<file path="config.mk">
export PLATFORM = sky130hd
export DESIGN_NAME = if_fetch_stage
export DESIGN_NICKNAME = d
export VERILOG_FILES = /design/src/rtl/if_pkg.sv /design/src/rtl/if_fetch_fifo.sv /design/src/rtl/if_fetch_stage.sv
export SDC_FILE = /design/constraint.sdc
export NUM_CORES = 1
export LEC_CHECK = 0
export BUFFER_PORTS_ARGS = -buffer_cell sky130_fd_sc_hd__buf_2
export CORE_MARGIN = 8
export CORE_UTILIZATION = 55
export DETAILED_ROUTE_END_ITERATION = 7
export GPL_TIMING_DRIVEN = 0
export PLACE_DENSITY = 0.88
export SYNTH_ARGS = -nofsm -noshare
export SYNTH_HDL_FRONTEND = slang
export SYNTH_SLANG_ARGS = --single-unit
</file>
<file path="constraint.sdc">
create_clock -name clk -period 7.7 [get_ports clk]
set_input_delay 1.155 -clock clk [delete_from_list [all_inputs] [get_ports clk]]
set_output_delay 1.155 -clock clk [all_outputs]
set_load 0.1 [all_outputs]
</file>
<file path="src/rtl/if_pkg.sv">
// if_pkg: shared types and constants for the instruction-fetch stage.
//   fetch_state_e : fetch FSM states (IDLE, RUN, DRAIN)
//   fetch_entry_t : {pc, instr} pair stored in the fetch FIFOs
//   INSTR_BYTES   : PC increment per instruction
//   NOP_INSTR     : canonical RV32 nop (addi x0, x0, 0)
package if_pkg;

  typedef enum logic [1:0] {
    IDLE  = 2'd0,
    RUN   = 2'd1,
    DRAIN = 2'd2
  } fetch_state_e;

  typedef struct packed {
    logic [31:0] pc;
    logic [31:0] instr;
  } fetch_entry_t;

  localparam logic [31:0] INSTR_BYTES = 32'd4;
  localparam logic [31:0] NOP_INSTR   = 32'h0000_0013;

  // Fetch addresses are always word aligned; low bits are simply dropped.
  function automatic logic [31:0] align_pc(input logic [31:0] pc);
    return {pc[31:2], 2'b00};
  endfunction

endpackage

</file>
<file path="src/rtl/if_fetch_fifo.sv">
// if_fetch_fifo: synchronous FIFO of fetch_entry_t.
//   clk_i, rst_i : clock, synchronous active-high reset
//   push_i       : write wdata_i (ignored when full and not popping)
//   pop_i        : drop head entry (ignored when empty)
//   flush_i      : discard all entries (wins over push/pop)
//   rdata_o      : head entry (undefined when empty)
//   count_o      : number of stored entries
//   empty_o, full_o : occupancy flags
module if_fetch_fifo
  import if_pkg::*;
#(
  parameter  int unsigned DEPTH = 2,
  localparam int unsigned CNT_W = $clog2(DEPTH + 1),
  localparam int unsigned PTR_W = (DEPTH > 1) ? $clog2(DEPTH) : 1
) (
  input  logic             clk_i,
  input  logic             rst_i,
  input  logic             push_i,
  input  logic             pop_i,
  input  logic             flush_i,
  input  fetch_entry_t     wdata_i,
  output fetch_entry_t     rdata_o,
  output logic [CNT_W-1:0] count_o,
  output logic             empty_o,
  output logic             full_o
);

  fetch_entry_t     mem_q [DEPTH];
  logic [PTR_W-1:0] rd_ptr_q, rd_ptr_d;
  logic [PTR_W-1:0] wr_ptr_q, wr_ptr_d;
  logic [CNT_W-1:0] count_q, count_d;
  logic             do_push, do_pop;

  // DEPTH need not be a power of two, so pointers wrap explicitly.
  function automatic logic [PTR_W-1:0] ptr_inc(input logic [PTR_W-1:0] p);
    return (p == PTR_W'(DEPTH - 1)) ? '0 : p + 1'b1;
  endfunction

  assign empty_o = (count_q == '0);
  assign full_o  = (count_q == CNT_W'(DEPTH));
  assign count_o = count_q;
  assign rdata_o = mem_q[rd_ptr_q];

  always_comb begin
    do_pop   = pop_i && !empty_o;
    do_push  = push_i && (!full_o || do_pop);
    rd_ptr_d = rd_ptr_q;
    wr_ptr_d = wr_ptr_q;
    count_d  = count_q;
    if (flush_i) begin
      rd_ptr_d = '0;
      wr_ptr_d = '0;
      count_d  = '0;
    end else begin
      if (do_pop)  rd_ptr_d = ptr_inc(rd_ptr_q);
      if (do_push) wr_ptr_d = ptr_inc(wr_ptr_q);
      count_d = count_q + CNT_W'(do_push) - CNT_W'(do_pop);
    end
  end

  always_ff @(posedge clk_i) begin
    if (rst_i) begin
      rd_ptr_q <= '0;
      wr_ptr_q <= '0;
      count_q  <= '0;
    end else begin
      rd_ptr_q <= rd_ptr_d;
      wr_ptr_q <= wr_ptr_d;
      count_q  <= count_d;
    end
  end

  // Storage needs no reset: it is only observable through a non-empty head.
  always_ff @(posedge clk_i) begin
    if (do_push && !flush_i) mem_q[wr_ptr_q] <= wdata_i;
  end

endmodule

</file>
<file path="src/rtl/if_fetch_stage.sv">
// if_fetch_stage: instruction-fetch stage feeding IF/ID.
// Owns the PC, issues word-aligned requests over a valid/ready channel,
// matches in-order responses to their PCs, buffers {pc, instr} and presents
// them downstream under valid/ready. Redirects flush everything and discard
// wrong-path responses still in flight.
//   clk, rst             : clock, synchronous active-high reset
//   imem_req_valid/ready : request handshake, imem_req_addr = fetch PC
//   imem_rsp_valid/data  : in-order response, one per accepted request
//   redirect_valid/pc    : taken branch/jump from EX (pc[1:0] ignored)
//   if_valid/if_ready    : handshake to IF/ID
//   instruction_out_if, pc_out_if, pc_plus_4_out_if : head entry, 0 when empty
// Optional (define IF_PERF_CNT_EN):
//   perf_fetch_cnt, perf_stall_cnt, perf_flush_cnt : pop / stall / discard counters
module if_fetch_stage
  import if_pkg::*;
#(
  parameter logic [31:0] RESET_PC   = 32'h0000_0000,
  parameter int unsigned FIFO_DEPTH = 2
) (
  input  logic        clk,
  input  logic        rst,
  output logic        imem_req_valid,
  input  logic        imem_req_ready,
  output logic [31:0] imem_req_addr,
  input  logic        imem_rsp_valid,
  input  logic [31:0] imem_rsp_data,
  input  logic        redirect_valid,
  input  logic [31:0] redirect_pc,
  input  logic        if_ready,
  output logic        if_valid,
  output logic [31:0] instruction_out_if,
  output logic [31:0] pc_plus_4_out_if,
  output logic [31:0] pc_out_if
`ifdef IF_PERF_CNT_EN
  ,
  output logic [31:0] perf_fetch_cnt,
  output logic [31:0] perf_stall_cnt,
  output logic [31:0] perf_flush_cnt
`endif
);

  localparam int unsigned CNT_W = $clog2(FIFO_DEPTH + 1);

  fetch_state_e     state_q, state_d;
  logic [31:0]      pc_q, pc_d;
  logic [CNT_W-1:0] outst_q, outst_d;
  logic [CNT_W-1:0] drop_q, drop_d;

  logic             req_fire, live_rsp, drop_rsp, pop;
  logic [CNT_W:0]   inflight;

  fetch_entry_t     buf_head, buf_wdata, pcq_head, pcq_wdata;
  logic [CNT_W-1:0] buf_count, pcq_count;
  logic             buf_empty, buf_full, pcq_empty, pcq_full;
  logic             unused_sig;

  assign unused_sig = ^{pcq_count, pcq_empty, pcq_full, buf_full, pcq_head.instr};

  // Credits: requests in flight plus buffered entries never exceed FIFO_DEPTH,
  // so a live response always finds room in the buffer.
  assign inflight = {1'b0, outst_q} + {1'b0, buf_count};

  always_comb begin
    imem_req_valid = (state_q == RUN) && !redirect_valid
                     && (inflight < (CNT_W + 1)'(FIFO_DEPTH));
    req_fire = imem_req_valid && imem_req_ready;
    // A response coinciding with a redirect belongs to the old path too.
    live_rsp = imem_rsp_valid && (drop_q == '0) && !redirect_valid;
    drop_rsp = imem_rsp_valid && !live_rsp;
    pop      = if_valid && if_ready;

    outst_d = outst_q + CNT_W'(req_fire) - CNT_W'(imem_rsp_valid);
    pc_d    = req_fire ? pc_q + INSTR_BYTES : pc_q;
    drop_d  = (imem_rsp_valid && (drop_q != '0)) ? drop_q - 1'b1 : drop_q;

    state_d = state_q;
    case (state_q)
      IDLE:    state_d = RUN;
      RUN:     state_d = RUN;
      DRAIN:   if (drop_d == '0) state_d = RUN;
      default: state_d = IDLE;
    endcase

    // No request fires under redirect, so outst_d already excludes any
    // response landing this cycle: exactly the remaining wrong-path count.
    if (redirect_valid) begin
      pc_d    = align_pc(redirect_pc);
      drop_d  = outst_d;
      state_d = (outst_d != '0) ? DRAIN : RUN;
    end
  end

  always_ff @(posedge clk) begin
    if (rst) begin
      state_q <= IDLE;
      pc_q    <= RESET_PC;
      outst_q <= '0;
      drop_q  <= '0;
    end else begin
      state_q <= state_d;
      pc_q    <= pc_d;
      outst_q <= outst_d;
      drop_q  <= drop_d;
    end
  end

  assign imem_req_addr = pc_q;

  always_comb begin
    pcq_wdata       = '0;
    pcq_wdata.pc    = pc_q;
    buf_wdata.pc    = pcq_head.pc;
    buf_wdata.instr = imem_rsp_data;
  end

  // PC queue: PCs of requests awaiting a live response, in issue order.
  if_fetch_fifo #(.DEPTH(FIFO_DEPTH)) u_pc_queue (
    .clk_i   (clk),
    .rst_i   (rst),
    .push_i  (req_fire),
    .pop_i   (live_rsp),
    .flush_i (redirect_valid),
    .wdata_i (pcq_wdata),
    .rdata_o (pcq_head),
    .count_o (pcq_count),
    .empty_o (pcq_empty),
    .full_o  (pcq_full)
  );

  // Instruction buffer presented to IF/ID.
  if_fetch_fifo #(.DEPTH(FIFO_DEPTH)) u_instr_buf (
    .clk_i   (clk),
    .rst_i   (rst),
    .push_i  (live_rsp),
    .pop_i   (pop),
    .flush_i (redirect_valid),
    .wdata_i (buf_wdata),
    .rdata_o (buf_head),
    .count_o (buf_count),
    .empty_o (buf_empty),
    .full_o  (buf_full)
  );

  assign if_valid           = !buf_empty;
  assign instruction_out_if = if_valid ? buf_head.instr : '0;
  assign pc_out_if          = if_valid ? buf_head.pc : '0;
  assign pc_plus_4_out_if   = if_valid ? buf_head.pc + INSTR_BYTES : '0;

`ifdef IF_PERF_CNT_EN
  logic [31:0] fetch_cnt_q, stall_cnt_q, flush_cnt_q;

  always_ff @(posedge clk) begin
    if (rst) begin
      fetch_cnt_q <= '0;
      stall_cnt_q <= '0;
      flush_cnt_q <= '0;
    end else begin
      if (pop)                  fetch_cnt_q <= fetch_cnt_q + 32'd1;
      if (if_valid && !if_ready) stall_cnt_q <= stall_cnt_q + 32'd1;
      if (drop_rsp)             flush_cnt_q <= flush_cnt_q + 32'd1;
    end
  end

  assign perf_fetch_cnt = fetch_cnt_q;
  assign perf_stall_cnt = stall_cnt_q;
  assign perf_flush_cnt = flush_cnt_q;
`endif

endmodule

</file>
==> flow_summary.json <==
{
  "dieArea_um2": 23560,
  "fin_crit_ps": 5367,
  "cp.depth": 11,
  "ctsRootBufferMaster": "clkbuf_16",
  "max_stage_delay_ps": 460,
  "rsz0062_at_grt": "false",
  "wirelength_um": 28150,
  "rows": 50,
  "dieHeight_um": 153.5,
  "slowest_stage": "a211oi_1",
  "synthCells": 855,
  "synth.distinct_cells": 60,
  "clock_power_share": 0.347,
  "synth_edf_count": 184,
  "routedWlPerCell_um": 21.18,
  "dpl_worst_slack_ps": 2963,
  "place.gp.congestion": 0.9071,
  "cts_tree": "done",
  "cts-resized-gates": 0,
  "p_comb_frac": 0.171,
  "hold_buffers": 0,
  "yosys_register_bits": 230,
  "synthFlopType": "edfxtp_1",
  "crit_family": "buffers and inverters",
  "die_w_um": 153.5,
  "diodes": 0,
  "skew_ps": 13.05,
  "p_sw_uw": 893.0,
  "cp-end-kind": "output port",
  "grt_pass1_wl_um": 43590,
  "cts.reportedPaths.clkPinSlew_ps": 60,
  "synth_largest_area_cell": "edfxtp_1",
  "fp.coreArea_um2": 18640,
  "drive_above_1_share": 0.2621,
  "antenna_found_initial": 0,
  "viasPerCell": 6.047,
  "drtPass1Iterations": 6,
  "numCtsBuffers": 23,
  "dpl.hpwl_um": 19960,
  "drc_errors": 0,
  "hp-class": "reg -> reg",
  "p_per_area_nw_per_um2": 238.9,
  "p_int_mw": 2.073,
  "worstPathMaxFanout": 10,
  "io-pin-count": 200,
  "hold_depth": 0,
  "yosysSeqAreaShare": 0.6199,
  "ant_nets": 0,
  "clock_latency_ps": 510,
  "pwr-share-seq": 0.482,
  "worst_path_most_repeated_cell": "buf_2",
  "max_freq_mhz": 186.3,
  "vias": 8037,
  "setup_slack_ps": 2333,
  "ctsHtreeMaxLevel": 1,
  "postCtsSetupBuffers": 0,
  "cts_sinks": 230,
  "grt.overflow.total": 0,
  "slew_violations": 0,
  "crit_buf_inv": 4,
  "maxCapViolCount": 0,
  "area_growth_pct": 19.40,
  "finalHoldViolCount": 0,
  "cp-start-kind": "register",
  "worst-endpoint-arrival_ps": 4210,
  "netlist_area_um2": 10400,
  "ys_top_cells_by_area": "edfxtp_1 (53%), dfxtp_1 (8.9%), mux2i_1 (5.8%)",
  "critPathRequiredTime_ps": 6550,
  "first_iter_violations": 773,
  "fin_tns_setup_ps": 0,
  "ir_worst_vdd_v": 0.0001526,
  "p_leak_nw": 4.622,
  "avgSynthCellArea_um2": 12.16,
  "setup_viol": 0,
  "initial_core_util": 0.5578,
  "grt_pass1_vias": 8026,
  "grt_max_degree": 63,
  "clockBufferDepth": 3,
  "worst-r2r-cell-count": 15,
  "grt_usage": 0.2308,
  "worstMarginPinSlew_ps": 973.7,
  "synth_async_sr_flop_share": 0,
  "port_buffers": 190,
  "yosysTopAreaCellShare": 0.5313,
  "status": "complete, no violations",
  "cp_cell_sequence": "buf_4 > buf_2 > buf_2 > mux2_2 > ha_1 > nand4b_1 > nand2_1 > nand4_2 > a211oi_1 > mux2_1 > buf_2",
  "fin_crit_sh": 0.6970,
  "yosysWarnings": 0,
  "switching_share": 0.3011,
  "layout.nets": 1160,
  "crit_type": "reg -> out",
  "maxSlewHeadroom": 0.3473
}
## path summary, 6_finish.rpt
kind | from | endpoint | slack (ps)
setup reg to reg | u_instr_buf.count_o[0]$_SDFF_PP0_ | state_q[0]$_SDFFE_PP0P_ | 3320
setup / recovery | register | pc_plus_4_out_if[22] | 2330
hold reg to reg | imem_req_addr[30]$_SDFFE_PP0P_ | u_pc_queue.mem_q[0][30]$_DFFE_PP_ | 530
hold / removal | imem_req_addr[30]$_SDFFE_PP0P_ | u_pc_queue.mem_q[0][30]$_DFFE_PP_ | 530
## kinds of logic (layout without fill, tap and decap cells)
family	count (synthesis)	count (layout)	synth area share
DFF	230	230	0.6199
other	1	6	0.0003606
adders and majority gates	10	10	0.01275
and+or+nand+nor	308	308	0.1457
muxes	98	98	0.09891
buffers and inverters	63	298	0.02635
xor gates and xnor gates	24	24	0.02021
AOI/OAI and AO/OA	121	121	0.07581
## power by group through the flow
stage	combinational, mW	sequential [mW]	clock (mW)
floorplan	0.328	1.51	0
global placement	0.488	1.46	0
detailed placement	0.502	1.45	0
CTS	0.506	1.43	1.04
global route	0.531	1.43	1.10
finish	0.508	1.43	1.03
## layout make-up
cell class	instances	area, um2
inverter	17	63.81
clock buffer	25	583.1
timing repair buffer	195	1003
tap	234	292.8
multi-input combinational	567	3714
fill	1333	6227
clock inverter	15	102.6
sequential	230	6446
buffer	46	210.2
## layout by cell type, fill, tap and decap left out, drive strengths merged, types with 11 or more instances in the layout
cell type and instances:
nand3 28, clkinv 13, mux2 38, edfxtp 184, mux2i 60, nor3 16, inv 16, nand2 59
xnor2 18, clkbuf 54, a31oi 30, nor2 104, nand4 21, dfxtp 46, buf 212, o21ai 20
a21oi 24, or3 11, and2 24
## Yosys cell counts, types with 2 or more instances
cell,count
a211oi_1,6
a21o_1,2
a21oi_1,24
a221oi_1,2
a222oi_1,2
a31oi_1,30
a32oi_1,2
a41oi_1,3
and2_1,24
and3_1,8
and3b_1,2
buf_2,9
buf_4,7
clkbuf_1,29
dfxtp_1,46
edfxtp_1,184
ha_1,9
inv_1,16
mux2_1,3
mux2_2,35
mux2i_1,60
nand2_1,59
nand2b_1,2
nand3_1,28
nand3b_1,4
nand4_1,20
nand4b_1,6
nor2_1,104
nor2b_1,5
nor3_1,15
nor3b_1,3
nor4_1,8
o211ai_1,7
o21ai_0,18
o21ai_1,2
o22ai_1,2
o311ai_0,2
o31a_1,5
o31ai_1,6
or2_2,2
or3_1,11
or4_1,3
xnor2_1,18
xor2_1,6
## per-stage QoR
| stage | utilization | hold slack, ps | cell area, um2 | total power [mW] | cells |
|---|---|---|---|---|---|
| 6_report | 0.6660 | 525.3 | 12420 | 2.966 | 1329 |
| 5_1_grt | 0.6660 | 536.0 | 12420 | 3.063 | 1329 |
| 4_1_cts | 0.6659 | 515.2 | 12410 | 2.978 | 1329 |
| 3_5_place_dp | 0.6291 | 482.3 | 11730 | 1.956 | 1289 |
| 3_3_place_gp | 0.6255 | 472.7 | 11660 | 1.944 | 1284 |
| 2_1_floorplan | - | 439.0 | 10420 | 1.839 | 860 |
## sequential cells by signal, summed over array words and instances, names as in the netlist, 2 cells and up, named ones only
name	cells
u_instr_buf.mem_q	124
u_pc_queue.mem_q	60
imem_req_addr	30
drop_q	2
outst_q	2
state_q	2
u_instr_buf.count_o	2
u_pc_queue.count_o	2
## layer usage
layer	routed length (um)	share of wire	vias to the layer above	global-route usage
met3	2861	0.10	80	0.05129
met5	0	0	-	0
li1	-	-	3651	-
met2	13320	0.47	519	0.3886
met4	843	0.030	0	0.07793
met1	11120	0.40	3787	0.2904
Power figures use the tool's default switching activity.
